**src/rtl/vga_bit_gen_pkg.sv**
```systemverilog
// Shared constants and encodings for the tile-based VGA pixel generator.
package vga_bit_gen_pkg;

  localparam int unsigned RGB_W        = 8;
  localparam int unsigned TILE_SIZE    = 8;
  localparam int unsigned TILE_SHIFT   = $clog2(TILE_SIZE);
  localparam int unsigned CODE_W       = 8;
  localparam int unsigned GLYPH_ADDR_W = CODE_W + TILE_SHIFT;
  localparam int unsigned CFG_W        = 16;
  localparam int unsigned PIPE_LAT     = 4;

  localparam logic [RGB_W-1:0] FG_RESET = 8'hFF;
  localparam logic [RGB_W-1:0] BG_RESET = 8'h00;

  typedef enum logic [1:0] {
    CFG_FG     = 2'd0,
    CFG_BG     = 2'd1,
    CFG_CURSOR = 2'd2,
    CFG_CTRL   = 2'd3
  } cfg_sel_e;

endpackage

```
**src/rtl/vga_delay_line.sv**
```systemverilog
// Fixed-depth shift register used to keep side-band signals aligned with the pixel pipeline.
module vga_delay_line #(
  parameter int unsigned      WIDTH   = 1,
  parameter int unsigned      DEPTH   = 1,
  parameter logic [WIDTH-1:0] RST_VAL = '0
) (
  input  logic             clock,
  input  logic             clear,
  input  logic [WIDTH-1:0] d,
  output logic [WIDTH-1:0] q
);

  logic [WIDTH-1:0] stage [DEPTH];

  // Shift one position per clock; every stage resets to RST_VAL.
  always_ff @(posedge clock or posedge clear) begin
    if (clear) begin
      for (int unsigned i = 0; i < DEPTH; i++) stage[i] <= RST_VAL;
    end else begin
      stage[0] <= d;
      for (int unsigned i = 1; i < DEPTH; i++) stage[i] <= stage[i-1];
    end
  end

  assign q = stage[DEPTH-1];

endmodule

```
**src/rtl/vga_bit_gen.sv**
```systemverilog
// Tile/glyph pixel generator: tile-map fetch, glyph fetch, colour select, blinking cursor.
// Map RAM returns data the cycle after mapAddr; the glyph row is consumed in the
// cycle glyphAddr is presented, giving 4 clocks from input sample to rgb.
import vga_bit_gen_pkg::*;

module vga_bit_gen #(
  parameter int unsigned TILE_COLS    = 80,
  parameter int unsigned ADDR_W       = 13,
  parameter int unsigned BLINK_FRAMES = 32
) (
  input  logic                    clock,
  input  logic                    clear,
  input  logic                    hSync_in,
  input  logic                    vSync_in,
  input  logic                    bright_in,
  input  logic [9:0]              hCount,
  input  logic [9:0]              vCount,
  output logic [ADDR_W-1:0]       mapAddr,
  input  logic [CODE_W-1:0]       mapData,
  output logic [GLYPH_ADDR_W-1:0] glyphAddr,
  input  logic [7:0]              glyphData,
  input  logic                    cfgWe,
  input  logic [1:0]              cfgSel,
  input  logic [CFG_W-1:0]        cfgData,
  output logic                    hSync,
  output logic                    vSync,
  output logic [RGB_W-1:0]        rgb
);

  localparam int unsigned BLINK_W = (BLINK_FRAMES > 1) ? $clog2(BLINK_FRAMES) : 1;

  logic [RGB_W-1:0]      fg;
  logic [RGB_W-1:0]      bg;
  logic [ADDR_W-1:0]     cursor_pos;
  logic                  cursor_en;
  logic                  vs_prev;
  logic [BLINK_W-1:0]    blink_count;
  logic                  blink_phase;
  logic [ADDR_W-1:0]     tile_idx_c;
  logic                  match_c;
  logic [TILE_SHIFT-1:0] row_s2;
  logic [TILE_SHIFT-1:0] col_s3;
  logic                  match_s3;
  logic                  bright_s3;
  logic                  glyph_bit_c;
  logic                  cursor_hit_c;
  logic                  pix_c;
  logic                  cfg_unused;

  assign cfg_unused = ^cfgData[CFG_W-1:ADDR_W];

  // Tile index under the current pixel, modulo the map address space.
  assign tile_idx_c = ADDR_W'(vCount[9:TILE_SHIFT]) * ADDR_W'(TILE_COLS)
                    + ADDR_W'(hCount[9:TILE_SHIFT]);
  assign match_c    = (tile_idx_c == cursor_pos);

  // Configuration register writes.
  always_ff @(posedge clock or posedge clear) begin
    if (clear) begin
      fg         <= FG_RESET;
      bg         <= BG_RESET;
      cursor_pos <= '0;
      cursor_en  <= 1'b0;
    end else if (cfgWe) begin
      case (cfg_sel_e'(cfgSel))
        CFG_FG:     fg         <= cfgData[RGB_W-1:0];
        CFG_BG:     bg         <= cfgData[RGB_W-1:0];
        CFG_CURSOR: cursor_pos <= cfgData[ADDR_W-1:0];
        CFG_CTRL:   cursor_en  <= cfgData[0];
        default:    ;
      endcase
    end
  end

  // Frame counter for cursor blink, advanced on each vSync_in falling edge.
  always_ff @(posedge clock or posedge clear) begin
    if (clear) begin
      vs_prev     <= 1'b1;
      blink_count <= '0;
      blink_phase <= 1'b1;
    end else begin
      vs_prev <= vSync_in;
      if (vs_prev && !vSync_in) begin
        if (blink_count == BLINK_W'(BLINK_FRAMES - 1)) begin
          blink_count <= '0;
          blink_phase <= ~blink_phase;
        end else begin
          blink_count <= blink_count + BLINK_W'(1);
        end
      end
    end
  end

  // Stage 0: tile-map address.
  always_ff @(posedge clock or posedge clear) begin
    if (clear) mapAddr <= '0;
    else       mapAddr <= tile_idx_c;
  end

  // Stage 2: glyph address from returned tile code and aligned glyph row.
  always_ff @(posedge clock or posedge clear) begin
    if (clear) glyphAddr <= '0;
    else       glyphAddr <= {mapData, row_s2};
  end

  assign glyph_bit_c  = glyphData[3'd7 - col_s3];
  assign cursor_hit_c = match_s3 & cursor_en & blink_phase;
  assign pix_c        = glyph_bit_c ^ cursor_hit_c;

  // Stage 3: colour select with blanking.
  always_ff @(posedge clock or posedge clear) begin
    if (clear)          rgb <= '0;
    else if (bright_s3) rgb <= pix_c ? fg : bg;
    else                rgb <= '0;
  end

  vga_delay_line #(.WIDTH(TILE_SHIFT), .DEPTH(PIPE_LAT - 2), .RST_VAL('0)) u_row (
    .clock(clock), .clear(clear), .d(vCount[TILE_SHIFT-1:0]), .q(row_s2)
  );

  vga_delay_line #(.WIDTH(TILE_SHIFT), .DEPTH(PIPE_LAT - 1), .RST_VAL('0)) u_col (
    .clock(clock), .clear(clear), .d(hCount[TILE_SHIFT-1:0]), .q(col_s3)
  );

  vga_delay_line #(.WIDTH(1), .DEPTH(PIPE_LAT - 1), .RST_VAL(1'b0)) u_match (
    .clock(clock), .clear(clear), .d(match_c), .q(match_s3)
  );

  vga_delay_line #(.WIDTH(1), .DEPTH(PIPE_LAT - 1), .RST_VAL(1'b0)) u_bright (
    .clock(clock), .clear(clear), .d(bright_in), .q(bright_s3)
  );

  vga_delay_line #(.WIDTH(1), .DEPTH(PIPE_LAT), .RST_VAL(1'b1)) u_hsync (
    .clock(clock), .clear(clear), .d(hSync_in), .q(hSync)
  );

  vga_delay_line #(.WIDTH(1), .DEPTH(PIPE_LAT), .RST_VAL(1'b1)) u_vsync (
    .clock(clock), .clear(clear), .d(vSync_in), .q(vSync)
  );

endmodule

```
**config.mk**
```make
export PLATFORM = sky130hd
export DESIGN_NAME = vga_bit_gen
export DESIGN_NICKNAME = d
export VERILOG_FILES = /design/src/rtl/vga_bit_gen_pkg.sv /design/src/rtl/vga_delay_line.sv /design/src/rtl/vga_bit_gen.sv
export SDC_FILE = /design/constraint.sdc
export NUM_CORES = 1
export LEC_CHECK = 0
export ABC_AREA = 1
export CAP_MARGIN = 20
export CORE_AREA = 2 2 93 95
export CTS_BUF_LIST = sky130_fd_sc_hd__clkbuf_16
export CTS_CLUSTER_DIAMETER = 30
export DETAILED_ROUTE_END_ITERATION = 7
export DIE_AREA = 0 0 95 97
export PLACE_DENSITY = 0.79
export SLEW_MARGIN = 20
export SYNTH_ARGS = -nofsm -noshare
export SYNTH_HDL_FRONTEND = slang
export SYNTH_SLANG_ARGS = --single-unit
```
**constraint.sdc**
```tcl
create_clock -name clock -period 4.3 [get_ports clock]
set_clock_uncertainty 0.1 [all_clocks]
set_input_delay 1.075 -clock clock [delete_from_list [all_inputs] [get_ports clock]]
set_output_delay 1.075 -clock clock [all_outputs]
set_load 0.02 [all_outputs]
```
## Word-level counts from Yosys, hierarchy flattened

Index checks and enable logic that the tools add are counted.

- Bits in registers: 97
- Output and inout port bits: 34

- Bitwise gates (word level): 4
- Equal/unequal tests: 5
- Mux-type cells: 5
- Add/sub/neg operators: 3
- Order comparisons: 1
- $mul: 1
- Reduce and logical (&&, ||, !) cells: 8

Operators by type and width:

| operator | number |
|---|---|
| $mux 8 | 2 |
| $add 13x7->13 | 1 |
| $eq 13x13->1 | 1 |
| $reduce_and 2->1 | 5 |
| $mul 7x3->9 const B | 1 |
| $add 5x1->5 const B | 1 |
| $eq 5x5->1 const B | 1 |
| $mux 5 | 1 |
| $eq 2x2->1 const B | 2 |
| $lt 3x4->1 const B | 1 |
| $bmux 1 s3 | 1 |
| $sub 3x3->3 const A | 1 |
| $and 1x1->1 | 2 |
| $eq 2x1->1 const B | 1 |
| $logic_not 2->1 | 1 |
| $logic_and 1x1->1 | 1 |
| $logic_not 1->1 | 1 |
| $mux 1 | 1 |
| $not 1->1 | 1 |
| $xor 1x1->1 | 1 |

## Logic depth before layout (Yosys ltp)

- Depth after elaboration: 6
- Gate-level depth with buffers: 15
- Mapped depth without buffers: 15

## By module

Synthesis repeated with hierarchy kept, for this count alone.

- Cells, all modules: 420
- Area total of the unflattened synthesis: 4106.4 sq um

Modules (own cells, without submodules):

| module | cells an instance | times used | area each (sq um) | seq. area each (sq um) |
|---|---|---|---|---|
| vga_bit_gen | 379 | 1 | 3303.2 | 1739.2 |
| vga_delay_line at u_col | 13 | 1 | 251.5 | 225.2 |
| vga_delay_line at u_hsync ... | 5 | 2 | 108.9 | 105.1 |
| vga_delay_line at u_row | 10 | 1 | 176.4 | 150.1 |
| vga_delay_line at u_bright ... | 4 | 2 | 78.8 | 75.1 |

## Worst setup path after synthesis

Ideal clock, no wire load.

- Path kind: input to register
- From: in vCount[4]
- To: reg u_match.stage[2] in the netlist's numbering
- Path slack: 1.178 ns
- Buffers on the path: 0
- Arrival time: 2.907 ns
- Cell stages on the path: 14
- Cells stage by stage: ha_1 ha_1 inv_1 fa_1 nor2_4 nand2_1 nor2_2 nand2_2 nor2_4 inv_1 nand2_1 nand3_1 nand2_1 nor2_1

- Cells in the longest elaborated chain, start to end: 3

RTL lines:

| item | RTL line | source |
|---|---|---|
| from (decl) | vga_bit_gen.sv:17 | `input logic [9:0] vCount,` |
| $mul 7x3->9 | vga_bit_gen.sv:53 | `assign tile_idx_c = ADDR_W'(vCount[9:TILE_SHIFT]) * ADDR_W'(TILE_COLS)` |
| $add 13x7->13 | vga_bit_gen.sv:54 | `+ ADDR_W'(hCount[9:TILE_SHIFT]);` |
| $eq 13x13->1 | vga_bit_gen.sv:55 | `assign match_c = (tile_idx_c == cursor_pos);` |
| named net match_c | vga_bit_gen.sv:40 | `logic match_c;` |
| to (decl) | vga_delay_line.sv:13 | `logic [WIDTH-1:0] stage [DEPTH];` |

The timed path passes the listed nets, and every way through them passes these cells.
A chain may end at the register's enable or synchronous reset.

## Worst setup path after layout

Same ends and word-level chain as after synthesis.

==> reports/summary.md <==
The flow ran to the end, and the final reports show no timing, DRC or antenna violations. The routed design could run at a clock period as short as 3.44 ns. Among the stages of the critical path, the cell type that occurs most often is nand2_1.

The post-route netlist has 9.39% of its cells at a drive strength greater than 1. Net switching is 26.6% of the power. The path class of the tightest hold or removal check is reg2reg.

Ranked by total cell area, the synthesized netlist is headed by dfrtp_1 (50%), dfstp_2 (11%), nand2_1 (9.0%). For the vias after detailed routing, the log shows 3023. The number of buffers inserted by hold repair at cts came out at 0.

The pre-antenna-repair detailed-routing pass consisted of 4 iterations. The die covers 9220 sq um. 0 antenna diodes ended up in the layout. The initial antenna violation count was 0; the per-instance average area after synthesis was 9.84 sq um. Overall die height: 97 um. TritonCTS built the clock tree. The commonest cells after synthesis are nand2_1 (96), dfrtp_1 (80), inv_1 (52).

For the initial standard-cell utilization of the core, the log shows 49.2%. The initialized floorplan defines 33 standard-cell rows. The H-tree was split into 3 levels. Dividing the detail-routed wire length by the instance count gives 12.6 um. Per report_power, the sequential group accounts for 45.9% of the total. The finished cells cover 5360 sq um. The mapped netlist covers 4010 sq um. The tools report the HPWL after detailed placement as 5.84 mm. The number of clock sinks seen by CTS was 97. The tools report the final weighted congestion in routability-driven placement as 0.839. For this design the static power due to leakage is 2.58 nW.

At the end of the flow, the number of nets in the layout was 583. The number of nets handed over by synthesis was 484. In this run, synthesis inferred 0 flip-flops with an integrated enable.

IR analysis of the VDD net gives a maximum drop of 0.000303 V. The clock network is responsible for 34.7% of the overall power. For the data required time at the worst endpoint, the log shows 4.43 ns.

Using the TritonRoute via totals, the vias-per-cell ratio works out to 4.91. During placement, the flow inserted port buffers numbering 90. Async set-reset flop share out of synthesis: 100%. For this design the total switching power over the nets is 0.000637 W.

The most area-hungry cell type in the Yosys netlist is dfrtp_1. The area overhead of the layout relative to synthesis was 33.8%; the power share of the combinational group was 19.3%. The post-route fraction of the period consumed by the critical path came out at 79.9%.

After technology mapping, the gate count stands at 407. Highest routed metal layer: met4. For the pin with the worst max-slew slack, the measured transition is 0.802 ns. The placeable core region was 8130 sq um; the yosys synthesis warning count was 0. From left edge to right edge, the die measures 95 um.

The power per standard cell area works out to 448 nW/um^2. The post-synthesis sequential element count is 97. On the critical path, the stage with the largest delay is an instance of clkdlybuf4s50_1. For this block, the routed nets add up to 7.75 mm of wire.

The logs give 3066 for the via count of the first global-routing pass and 9 for the TritonCTS buffer count. In the routed design, unresolved DRC markers number 0. STA classifies the critical path startpoint as an input pin. Setup repair after global routing left no endpoint under its margin. Largest buffer count on any clock path: 2. Post-CTS repair changed the size of 0 cells. Global routing finished with a remaining overflow of 0.

The tools report the maximum achievable frequency as 291 MHz. The most common cell in the synthesized netlist is nand2_1. Synthesis instantiated 29 different standard cells from the library. In this run the cell area measured after placement is 5040 sq um.

In this run the post-CTS setup repair buffer count came out at 0. For this block, the initial DRC count from the detailed router was 164. Headroom to the max-slew limit came out at 46.4%.

For this run, the slowest stage of the critical path takes 0.46 ns. Of the post-synthesis cell area, the dominant cell type holds 50.0%. Max-cap violations in this run came to 0.

At the later pin of the worst-skew pair, clock insertion delay measures 0.33 ns. The first global-routing pass estimated 13.4 mm of wire. The tools report the pin count of the biggest net entering global routing as 63. The category of the most critical setup path is in2reg. The critical-path maximum fanout is 4. The internal power of the cells totals 0.00176 W. For the number of ports placed on the die boundary, the log shows 94.

STA classifies the critical path endpoint as a flip-flop. The number of antenna-violating nets in the routed design was 0. The cell chosen for the clock root is clkbuf_16. The tools report the wire length on met2 as 3.88 mm. Count of final hold-check violations: 0. The predominant post-synthesis flop cell was dfrtp_1. The logs give 0 ns for the total negative slack for setup checks and 18.5% for the overall track demand over capacity in global routing.

Summing the sequential cell areas from Yosys gives 61.1% of the chip area. The run gives 0 as the total count of max-transition violations in the final report. The run gives 501 um as the wire length on met3. The critical path goes through clkdlybuf4s50_1 > ha_1 > ha_1 > inv_1 > fa_1 > nor2_4 > nand2_1 > nor2_2 > nand2_2 > nor2_4 > inv_1 > nand2_1 > nand3_1 > nand2_1 > nor2_1.

Setup violations remaining at the end of the flow were counted as 0. Data on the critical path arrives at its endpoint at 3.56 ns. Clock-pin slew was measured on the worst setup and hold paths at 0.07 ns. The run gives 3.24 mm as the met1 wire length.
## metal layers
layer	vias up	GRT usage, %
li1	1498	-
met1	1412	22.3
met2	99	31.1
met3	14	4.98
met4	0	7.47
met5	-	0
## metrics by stage
step / cells / total power, W / utilization (%) / hold WS [ns] / setup slack (ns)
after floorplan: 407 / 0.00139 / - / 0.231 / 0.619
after global placement: 600 / 0.00156 / 62.0 / 0.232 / 0.566
after detailed placement: 600 / 0.00159 / 62.0 / 0.235 / 0.524
after CTS: 616 / 0.00242 / 65.9 / 0.248 / 0.871
after global routing: 616 / 0.00254 / 65.9 / 0.250 / 0.648
final: 616 / 0.00240 / 65.9 / 0.247 / 0.863
## layout by cell type (no fill, tap or decap), drive strengths merged, types with 2 or more instances in the layout
cell type and instances:
or2 2, xor2 2, clkinv 3, inv 57, nand3 37, dfrtp 80, o21ai 32, a21oi 10
buf 2, o22ai 2, clkbuf 9, bufinv 2, nand2 100, nor3 2, nand4 3, ha 15
clkdlybuf4s50 90, a21boi 8, fa 2, dfstp 17, xnor2 2, nor2 30
## registers in the layout, indices dropped and copies added (netlist names)
signal	count
cursor_pos	13
mapAddr	13
glyphAddr	11
bg	8
fg	8
rgb	8
u_col.stage	6
blink_count	5
u_col.q	3
u_hsync.stage	3
u_row.q	3
u_row.stage	3
u_vsync.stage	3
u_bright.stage	2
u_match.stage	2
blink_phase	1
cursor_en	1
u_bright.q	1
u_hsync.q	1
u_match.q	1
u_vsync.q	1
## critical path: cells and delay by family
kind / cells / cell delay, ns
fa+ha+maj: 3 / 1.01
simple gates: 9 / 0.87
buf+inv: 3 / 0.60
## cell type report
cell class	count	area, sq um
fillers	630	2780
flip-flops and latches	97	2450
multi-input cells	251	1340
repair buffers	92	916
clock buffers	9	225
inverters	55	209
well taps	105	131
clock inverters	7	93.8
## path summary, 6_finish.rpt
path	startpoint	end	slack, ns	cells after the start
worst max-delay path	vCount[4]	u_match.stage[2]$_DFF_PP0_	0.86	15
worst min-delay path	u_match.stage[1]$_DFF_PP0_	u_match.q$_DFF_PP0_	0.25	0
worst max register to register	u_col.q[0]$_DFF_PP0_	rgb[6]$_DFF_PP0_	2.56	7
worst min register to register	u_match.stage[1]$_DFF_PP0_	u_match.q$_DFF_PP0_	0.25	0
max in group asynchronous	clear	fg[0]$_DFFE_PP1P_	2.17	3
min in group asynchronous	clear	glyphAddr[6]$_DFF_PP0_	1.14	2
## cell families (layout without fill, tap and decap cells)
family          count (synthesis)  in the layout  synth area share (%)
compound gates                 54             54                  7.53
xor+xnor                        4              4                 0.875
fa+ha+maj                      17             17                  5.69
buf+inv                        59            163                  5.53
flops                          97             97                  61.1
mux                             1              1                 0.281
simple gates                  175            175                  19.0
## power by group through the flow
stage               registers, W  logic [W]  clock network [W]
finish                   0.00110   0.000464           0.000834
floorplan                0.00115   0.000243                  0
CTS                      0.00110   0.000470           0.000848
global route             0.00112   0.000528           0.000890
global placement         0.00111   0.000450                  0
detailed placement       0.00112   0.000468                  0
No activity file was read; power rests on OpenSTA's default activity.
